<file path="src/rtl/mult_share_arbiter.sv">
// mult_share_arbiter
//   Round-robin arbiter and sequencer that shares one signed serial-parallel
//   multiplier among NUM_REQ requesters. It accepts operand pairs over
//   per-requester valid/ready handshakes. It drives the multiplier's
//   level-sensitive start/done protocol and returns each 16-bit product
//   tagged with the index of the requester that sent it.
//
// Handshake: a request transfers on a rising clk edge where
//   req_valid_i[i] & req_ready_o[i]. req_ready_o is one-hot, combinational,
//   and only ever asserted in IDLE. A requester holds its operands while
//   valid and not ready, and may drop valid to withdraw. resp_valid_o is a
//   one-cycle pulse with no backpressure.
//
// Optional feature: define MULT_ARB_ZERO_BYPASS_EN to answer requests that
//   have a zero operand directly from IDLE, without using the multiplier.
//
// Ports:
//   clk, rst        clock (rising edge), asynchronous active-high reset
//   req_valid_i     per-requester request pending
//   req_a_i/req_b_i packed signed operands, requester i at [8i+7:8i]
//   req_ready_o     one-hot accept
//   resp_valid_o    product available (one-cycle pulse)
//   resp_id_o       requester index of resp_product_o
//   resp_product_o  signed 16-bit product
//   busy_o          high whenever the FSM is not IDLE
//   mul_start_o     level start to the multiplier
//   mul_a_o/mul_b_o operands to the multiplier, held while start/done high
//   mul_product_i   multiplier result
//   mul_done_i      multiplier completion level
//   state_o         debug view of the FSM state (0 IDLE, 1 RUN, 2 DRAIN)
module mult_share_arbiter #(
  parameter int NUM_REQ = 4,
  parameter int ID_W    = 2
) (
  input  logic                   clk,
  input  logic                   rst,
  input  logic [NUM_REQ-1:0]     req_valid_i,
  input  logic [8*NUM_REQ-1:0]   req_a_i,
  input  logic [8*NUM_REQ-1:0]   req_b_i,
  output logic [NUM_REQ-1:0]     req_ready_o,
  output logic                   resp_valid_o,
  output logic [ID_W-1:0]        resp_id_o,
  output logic [15:0]            resp_product_o,
  output logic                   busy_o,
  output logic                   mul_start_o,
  output logic [7:0]             mul_a_o,
  output logic [7:0]             mul_b_o,
  input  logic [15:0]            mul_product_i,
  input  logic                   mul_done_i,
  output logic [1:0]             state_o
);

  localparam int IDX_W = $clog2(NUM_REQ);

  typedef enum logic [1:0] {
    IDLE  = 2'd0,
    RUN   = 2'd1,
    DRAIN = 2'd2
  } state_t;

  state_t           state_q;
  logic [IDX_W-1:0] last_grant_q;
  logic [IDX_W-1:0] cur_id_q;
  logic             resp_valid_q;
  logic [ID_W-1:0]  resp_id_q;
  logic [15:0]      resp_product_q;
  logic             mul_start_q;
  logic [7:0]       mul_a_q;
  logic [7:0]       mul_b_q;

  logic             grant_found;
  logic [IDX_W-1:0] grant_idx;
  int               cand_sum;
  logic [7:0]       sel_a;
  logic [7:0]       sel_b;
  logic             bypass;

  // Round-robin search starting at last_grant+1 with wrap. The last winner
  // is visited last, so it only wins again when nobody else is valid.
  always_comb begin
    grant_found = 1'b0;
    grant_idx   = '0;
    cand_sum    = 0;
    for (int k = 1; k <= NUM_REQ; k++) begin
      cand_sum = int'(last_grant_q) + k;
      if (cand_sum >= NUM_REQ) cand_sum = cand_sum - NUM_REQ;
      if (!grant_found && req_valid_i[cand_sum[IDX_W-1:0]]) begin
        grant_found = 1'b1;
        grant_idx   = cand_sum[IDX_W-1:0];
      end
    end
  end

  assign sel_a = req_a_i[8*grant_idx +: 8];
  assign sel_b = req_b_i[8*grant_idx +: 8];

`ifdef MULT_ARB_ZERO_BYPASS_EN
  // A zero operand makes the product trivially zero; answer from IDLE.
  assign bypass = (sel_a == 8'h00) || (sel_b == 8'h00);
`else
  assign bypass = 1'b0;
`endif

  // Ready is only offered in IDLE and is forced low during reset.
  always_comb begin
    req_ready_o = '0;
    if (!rst && (state_q == IDLE) && grant_found) req_ready_o[grant_idx] = 1'b1;
  end

  always_ff @(posedge clk or posedge rst) begin
    if (rst) begin
      state_q        <= IDLE;
      last_grant_q   <= IDX_W'(NUM_REQ - 1);
      cur_id_q       <= '0;
      resp_valid_q   <= 1'b0;
      resp_id_q      <= '0;
      resp_product_q <= '0;
      mul_start_q    <= 1'b0;
      mul_a_q        <= '0;
      mul_b_q        <= '0;
    end else begin
      resp_valid_q <= 1'b0;
      case (state_q)
        IDLE: begin
          if (grant_found) begin
            last_grant_q <= grant_idx;
            if (bypass) begin
              resp_valid_q   <= 1'b1;
              resp_product_q <= '0;
              resp_id_q      <= ID_W'(grant_idx);
            end else begin
              cur_id_q    <= grant_idx;
              mul_a_q     <= sel_a;
              mul_b_q     <= sel_b;
              mul_start_q <= 1'b1;
              state_q     <= RUN;
            end
          end
        end
        RUN: begin
          if (mul_done_i) begin
            resp_valid_q   <= 1'b1;
            resp_product_q <= mul_product_i;
            resp_id_q      <= ID_W'(cur_id_q);
            mul_start_q    <= 1'b0;
            state_q        <= DRAIN;
          end
        end
        DRAIN: begin
          // Operands stay put until the multiplier releases done.
          if (!mul_done_i) state_q <= IDLE;
        end
        default: state_q <= IDLE;
      endcase
    end
  end

  assign resp_valid_o   = resp_valid_q;
  assign resp_id_o      = resp_id_q;
  assign resp_product_o = resp_product_q;
  assign busy_o         = (state_q != IDLE);
  assign mul_start_o    = mul_start_q;
  assign mul_a_o        = mul_a_q;
  assign mul_b_o        = mul_b_q;
  assign state_o        = state_q;

endmodule

</file>
<file path="config.mk">
export PLATFORM = sky130hd
export DESIGN_NAME = mult_share_arbiter
export DESIGN_NICKNAME = d
export VERILOG_FILES = /design/src/rtl/mult_share_arbiter.sv
export SDC_FILE = /design/constraint.sdc
export NUM_CORES = 1
export LEC_CHECK = 0
export CORE_AREA = 3 3 82 84
export DETAILED_ROUTE_END_ITERATION = 16
export DIE_AREA = 0 0 85 87
export GPL_ROUTABILITY_DRIVEN = 0
export GPL_TIMING_DRIVEN = 0
export PLACE_DENSITY = 0.79
export SLEW_MARGIN = 20
export SYNTH_ARGS = -nofsm -noshare
export SYNTH_HDL_FRONTEND = slang
export SYNTH_SLANG_ARGS = --single-unit
</file>
<file path="constraint.sdc">
create_clock -name clk -period 2.7 [get_ports clk]
set_clock_uncertainty 0.2 [all_clocks]
set_input_delay 0.405 -clock clk [delete_from_list [all_inputs] [get_ports clk]]
set_output_delay 0.405 -clock clk [all_outputs]
set_load 0.01 [all_outputs]
</file>
==> results of run 1 <==
## through the flow
| step | instances | utilization, % |
|---|---|---|
| 6_report | 482 | 65.3 |
| 4_1_cts | 482 | 65.5 |
| 3_5_place_dp | 474 | 62.6 |
| 2_1_floorplan | 270 | - |
| 3_3_place_gp | 473 | 62.3 |
| 5_1_grt | 482 | 65.3 |
## final cells by class
cell class / count / area, µm² / share of cell area (%)
clock inverters: 2 / 37.5 / 0.960
inverters: 4 / 15.0 / 0.384
repair buffers: 133 / 1310 / 33.4
well taps: 75 / 93.8 / 2.40
clock buffers: 6 / 72.6 / 1.86
multi-input cells: 200 / 1180 / 30.1
flip-flops and latches: 42 / 1050 / 27.0
plain buffers: 20 / 150 / 3.84
## cells by family (layout without fill, tap and decap cells)
logic type / after synthesis / after routing / share of synthesized area, %
xor gates and xnor gates: 1 / 1 / 0.372
and+or+nand+nor: 124 / 124 / 24.3
DFF: 42 / 42 / 44.7
buffers and inverters: 28 / 165 / 6.69
AOI/OAI and AO/OA: 75 / 75 / 23.9
## layer usage
layer / up-vias / routed length, µm
met4: 0 / 138
met5: - / 0
met1: 1221 / 3110
met3: 11 / 708
met2: 134 / 3860
li1: 1247 / -
## tightest hold or removal path: stages
cell	delay (ns)
buf_6	0.10
nor2_1	0.06
nand2_1	0.06
a31oi_1	0.07
## cells in the final DEF, fill, tap and decap left out, types with 3 or more instances in the layout
cell type and count:
clkbuf_8 6, o21ai_0 18, buf_2 3, clkbuf_1 4
a41oi_1 16, buf_6 5, clkdlybuf4s50_1 121, clkbuf_2 5
buf_4 9, nand2_1 64, dfrtp_1 39, dlygate4sd2_1 3
nand2b_1 3, and2_1 17, nor2_1 20, a32oi_1 16
a31oi_1 17, nor3_1 3, or2_1 3
## worst max-delay path by stage
stage	startpoint	to	slack, ns	cells after the start
6_report	state_o[1]	req_ready_o[0]	0.14	6
5_1_grt	state_o[0]	req_ready_o[0]	0.03	6
4_1_cts	last_grant_q[1]	req_ready_o[1]	0.001	7
3_5_place_dp	req_valid_i[2]	req_ready_o[0]	-0.75	7
3_3_place_gp	req_valid_i[2]	req_ready_o[0]	-0.78	7
2_1_floorplan	last_grant_q[0]	req_ready_o[2]	0.52	6
## power by group through the flow
stage | combinational [W] | sequential (W) | clock [W]
final | 0.00219 | 0.00115 | 0.000496
after global routing | 0.00237 | 0.00119 | 0.000530
after CTS | 0.00219 | 0.00115 | 0.000507
after detailed placement | 0.00214 | 0.00116 | 0
after global placement | 0.00209 | 0.00114 | 0
after floorplan | 0.00101 | 0.00126 | 0
## flip-flops by register name, summed over array words and instances, names as in the netlist
name            flops
state_o             2
mul_start_o         1
resp_valid_o        1
resp_id_o           2
mul_a_o             8
resp_product_o     16
mul_b_o             8
cur_id_q            2
last_grant_q        2
## what timing repair did
item	in CTS	in global routing
pin swaps	2	2
gates resized for setup	26	12
hold buffers	0	0
buffers inserted	4	0
setup endpoints to repair	4	4
==> run metrics, run 1 <==
drt via density=5.42; family with the most delay on the worst path=simple AND/OR/NAND/NOR gates; Period Utilization, post-route=94.9%; final max-slew violation count=0; row count=28; Clock Path Buffers=2; Port Buf Inserts=128; first-pass GRT wire length=12600 µm; Buf+Inv Stages, Crit Path=3; Critical R2R Launch=last_grant_q[0]; delay of the slowest cell on the worst path=0.43 ns; share of layout cells above drive strength 1=11.3%; Mean Syn Cell Area=8.73 µm²; drt total wl=7820 µm; Place WS=-0.752 ns; most frequent cell after synthesis=nand2_1; fin crit period=2.56 ns; reg2reg end=mul_b_o[2]; Setup crit start kind=flip-flop; Clk pwr share=12.9%; register area share after synthesis=44.7%; height of the die=87 µm; root buf cell=clkbuf_8; Die ar.=0.00740 mm²; Core Footprint=0.00599 mm²; PwrDens=981 mW/mm²; TritonCTS Buffers=5; drt drc=0; Post-synth ARST share=100%; synth unique cells=39; Cells after Synth=270; TritonCTS clock tree=yes; Leak=1.61 nW; Avg WL per Cell=16.2 µm; area grow syn2layout=66.0%; Pint=0.00236 W; status=completed; area leader, netlist=dfrtp_1; Setup Viol. Count Final=0; Total GRT Usage=21.3%; vias post-DR=2613; clk_lat worst skew=0.29 ns; largest net degree at the start of global routing=30; Hold EP=cur_id_q[0]; dpl cell area=0.00375 mm²; count of final hold-check violations=0; Synth Register Bits=42; min-delay src=req_valid_i[0]; Reg2Reg Depth=6; Post-Syn Area=0.00236 mm²; switching pwr=0.00148 W; critical path cell sequence=or2_1 -> or2_1 -> buf_4 -> buf_4 -> nor3_1 -> clkbuf_2; post-synth net total=357; Gate power share=57.1%; Setup crit end kind=output port; Max Fclk=0.390 GHz; H-tree depth=2; Worst Hold Path Cells=4; Synth top area share=42.5%; synth warn=0; Pwr Total=0.00383 W; clock slew at reported path FFs=0.08 ns; Sink Count=42; n_diodes=0; number of nets in the layout=493; flop-to-flop setup slack=0.70 ns; Worst slew margin=67.8%; Crit Path Category=reg -> out; Crit Path Max Fanout=10; TNS Setup=0 ns; RSZ-0062 raised after global routing=no; grt met1 use=25.6%; initial antenna violation count=0; switching part of the total=38.5%; gr ovfl total=0; Worst Path Arrival=1.96 ns; Slew @ Worst Pin=0.483 ns; DIE WIDTH=85 µm; number of synthesized flops with an enable pin=0; Hold Path Class=in -> reg; met3 usage=5.96%; Slowest-stage cell, CP=dfrtp_1; sequential group share of total power=29.9%; filler cell count=508; final worst setup slack=0.137 ns; vias in the first global route=2671; Synth area leaders=dfrtp_1 (42%), nand2_1 (10%), a32oi_1 (5.9%); worst vdd ir=422 µV; gr busiest metal=met2; hold slack=0.237 ns; Routed Antenna Nets=0; Iter 0 DRT Violations=102; GRT met2 Usage=36.5%; DP HPWL=5880 µm; Commonest cells post-synth=nand2_1 (64), dfrtp_1 (40), nor2_1 (20); Max Cap Viol=0; design area=0.00391 mm²; DRT Pass-1 Iters=4; Post-synth top flop=dfrtp_1; starting density of the core=39.3%; I/O pin count=130; CP required=2.10 ns
(Power assumes the default switching activity.)
==> inputs of run 2 (changes only) <==
Settings changed: ABC_AREA from default to 1, CORE_AREA 3 3 82 84 to 2 2 83 85, MAX_ROUTING_LAYER from default to met4.
==> run 2 against run 1 <==
Effect of this change:
- the run now ends with negative setup slack left
- critical path depth increased by 6
- first-iteration DRC count increased by 61%
- design area increased by 8.3%
- largest cell class unchanged
- synthesized area increased by 6.3%
==> run metrics, run 2 <==
status=complete, but fails checks; failing checks=negative setup slack; final max-slew violation count=0; post-synth net total=469; Synth area leaders=dfrtp_1 (40%), nand2_1 (37%), nand3_1 (7.4%); vias post-DR=2911; n_diodes=0; number of nets in the layout=619; TritonCTS clock tree=yes; most frequent cell after synthesis=nand2_1; synth unique cells=26; TritonCTS Buffers=5; register area share after synthesis=42.1%; root buf cell=clkbuf_8; Port Buf Inserts=129; worst vdd ir=760 µV; TNS Setup=-0.174 ns; row count=30; instance count on the critical path=12; Crit Path Category=reg -> out; Reg2Reg Depth=16; Total GRT Usage=22.6%; RSZ-0062 raised after global routing=yes; Max Fclk=0.363 GHz; fin crit period=2.75 ns; Crit Path Max Fanout=6; CP required=2.10 ns; final worst setup slack=-0.0541 ns; Worst Path Arrival=2.15 ns; most common cell after layout, fill and taps aside=nand2_1; initial antenna violation count=0; area leader, netlist=dfrtp_1; Buf+Inv Stages, Crit Path=4; Mean Syn Cell Area=6.56 µm²; Routed Antenna Nets=0; count of final hold-check violations=0; Max Cap Viol=0; most frequent cells in the layout=nand2_1 (231), clkdlybuf4s50_1 (125), dfrtp_1 (40); flop-to-flop setup slack=0.23 ns; Core Util, Final=64.4%; max reg flops=16; Setup Viol. Count Final=4; Slew @ Worst Pin=0.428 ns; Synth top area share=40.0%; placed insts=592; Leak=2.16 nW; Setup crit start kind=flip-flop; Setup crit end kind=output port; fin cells=613; H-tree depth=2; Avg WL per Cell=13.3 µm; Core Footprint=0.00657 mm²; Post-synth top flop=dfrtp_1; clock slew at reported path FFs=0.08 ns; Post-synth ARST share=100%; area grow syn2layout=69.0%; reg2reg end=mul_b_o[1]; height of the die=87 µm; Worst slew margin=71.5%; DRT Pass-1 Iters=4; DIE WIDTH=85 µm; drt drc=0; number of synthesized flops with an enable pin=0; largest net degree at the start of global routing=29; clk_lat worst skew=0.29 ns; Post-CTS Hold Fix Bufs=0; Die ar.=0.00740 mm²; drt total wl=8160 µm; first-pass GRT wire length=12900 µm; filler cell count=570; starting density of the core=38.1%; Period Utilization, post-route=102%; Critical R2R Launch=last_grant_q[0]; family with the most delay on the worst path=simple AND/OR/NAND/NOR gates; critical path cell sequence=buf_6 -> nand2_2 -> nand2_2 -> nand2_1 -> o21ai_2 -> buf_4 -> nand3_4 -> nor2_4 -> nor2_4 -> buf_12 -> nor3_2 -> buf_2; Commonest cells post-synth=nand2_1 (245), dfrtp_1 (40), nand3_1 (37); Post-Syn Area=0.00250 mm²; Synth Register Bits=42; Iter 0 DRT Violations=164; gr ovfl total=0; Hold Path Class=in -> async; Clock Path Buffers=2; delay of the slowest cell on the worst path=0.57 ns; PwrDens=1440 mW/mm²; Cells after Synth=382; Slowest-stage cell, CP=dfstp_2; synth warn=0; Sink Count=42; vias in the first global route=2782; DP HPWL=6040 µm; I/O pin count=130; drt via density=4.75; share of layout cells above drive strength 1=14.4%
-- run 2: cell types whose count changed in the layout (fill, tap and decap cells not counted), sizes merged, moves of 16 or more --
cell / change
a31oi: -17
a32oi: -16
a41oi: -16
and2: -17
nand2: +186
nand3: +37
nor2: -16
-- run 2: worst max-delay path by stage --
stage,from,end
after CTS,last_grant_q[0],req_ready_o[3]
final,last_grant_q[0],req_ready_o[2]
after global routing,last_grant_q[0],req_ready_o[0]
after floorplan,rst,req_ready_o[0]
after detailed placement,req_valid_i[1],req_ready_o[0]
after global placement,rst,req_ready_o[0]
-- run 2: cells by family after synthesis --
family | synth area share, %
flops | 42.1
simple gates | 48.9
compound gates | 2.20
buf+inv | 6.84
-- run 2: worst reg2reg max path, delay by kind of cell (launching register included) --
kind / cells / cell delay, ns
AO/OA/AOI/OAI: 1 / 0.11
buffers and inverters: 4 / 0.57
flip-flops: 1 / 0.57
AND/OR/NAND/NOR: 11 / 0.91
-- run 2: power breakdown --
group | internal (W) | switching (W) | total, W
clock | 0.000301 | 0.000206 | 0.000507
combinational | 0.00188 | 0.00257 | 0.00446
sequential | 0.000951 | 0.000164 | 0.00111
-- run 2: what timing repair did --
action                                  CTS  global route
pin swaps                                10            10
resized for setup                        37            21
endpoints found under the setup margin    4             4
buffers inserted                          9             7
-- run 2: final cells by class --
cell class              count  area [µm²]  area share (%)
clock inverters             1        30.0           0.709
clock buffers               7        86.3            2.04
well taps                  80         100            2.36
inverters                  14        62.6            1.48
multi-input cells         309        1390            32.8
repair buffers            146        1430            33.7
plain buffers              14        85.1            2.01
flip-flops and latches     42        1050            24.9
-- run 2: per-layer routing --
metal	global-route usage (%)	routed length [µm]
met3	2.94	343
met1	27.1	3420
met2	40.1	4260
met4	6.35	134
met5	-	0
-- run 2: per-stage QoR --
stage	setup WS, ns	cell area (µm²)	power (W)	hold slack (ns)
after CTS	-0.0338	4120	0.00587	0.191
after global placement	-1.03	3900	0.00500	0.261
after global routing	-0.168	4230	0.00669	0.220
after detailed placement	-0.625	3920	0.00507	0.264
after floorplan	0.207	2500	0.00369	0.291
final	-0.0541	4230	0.00608	0.189
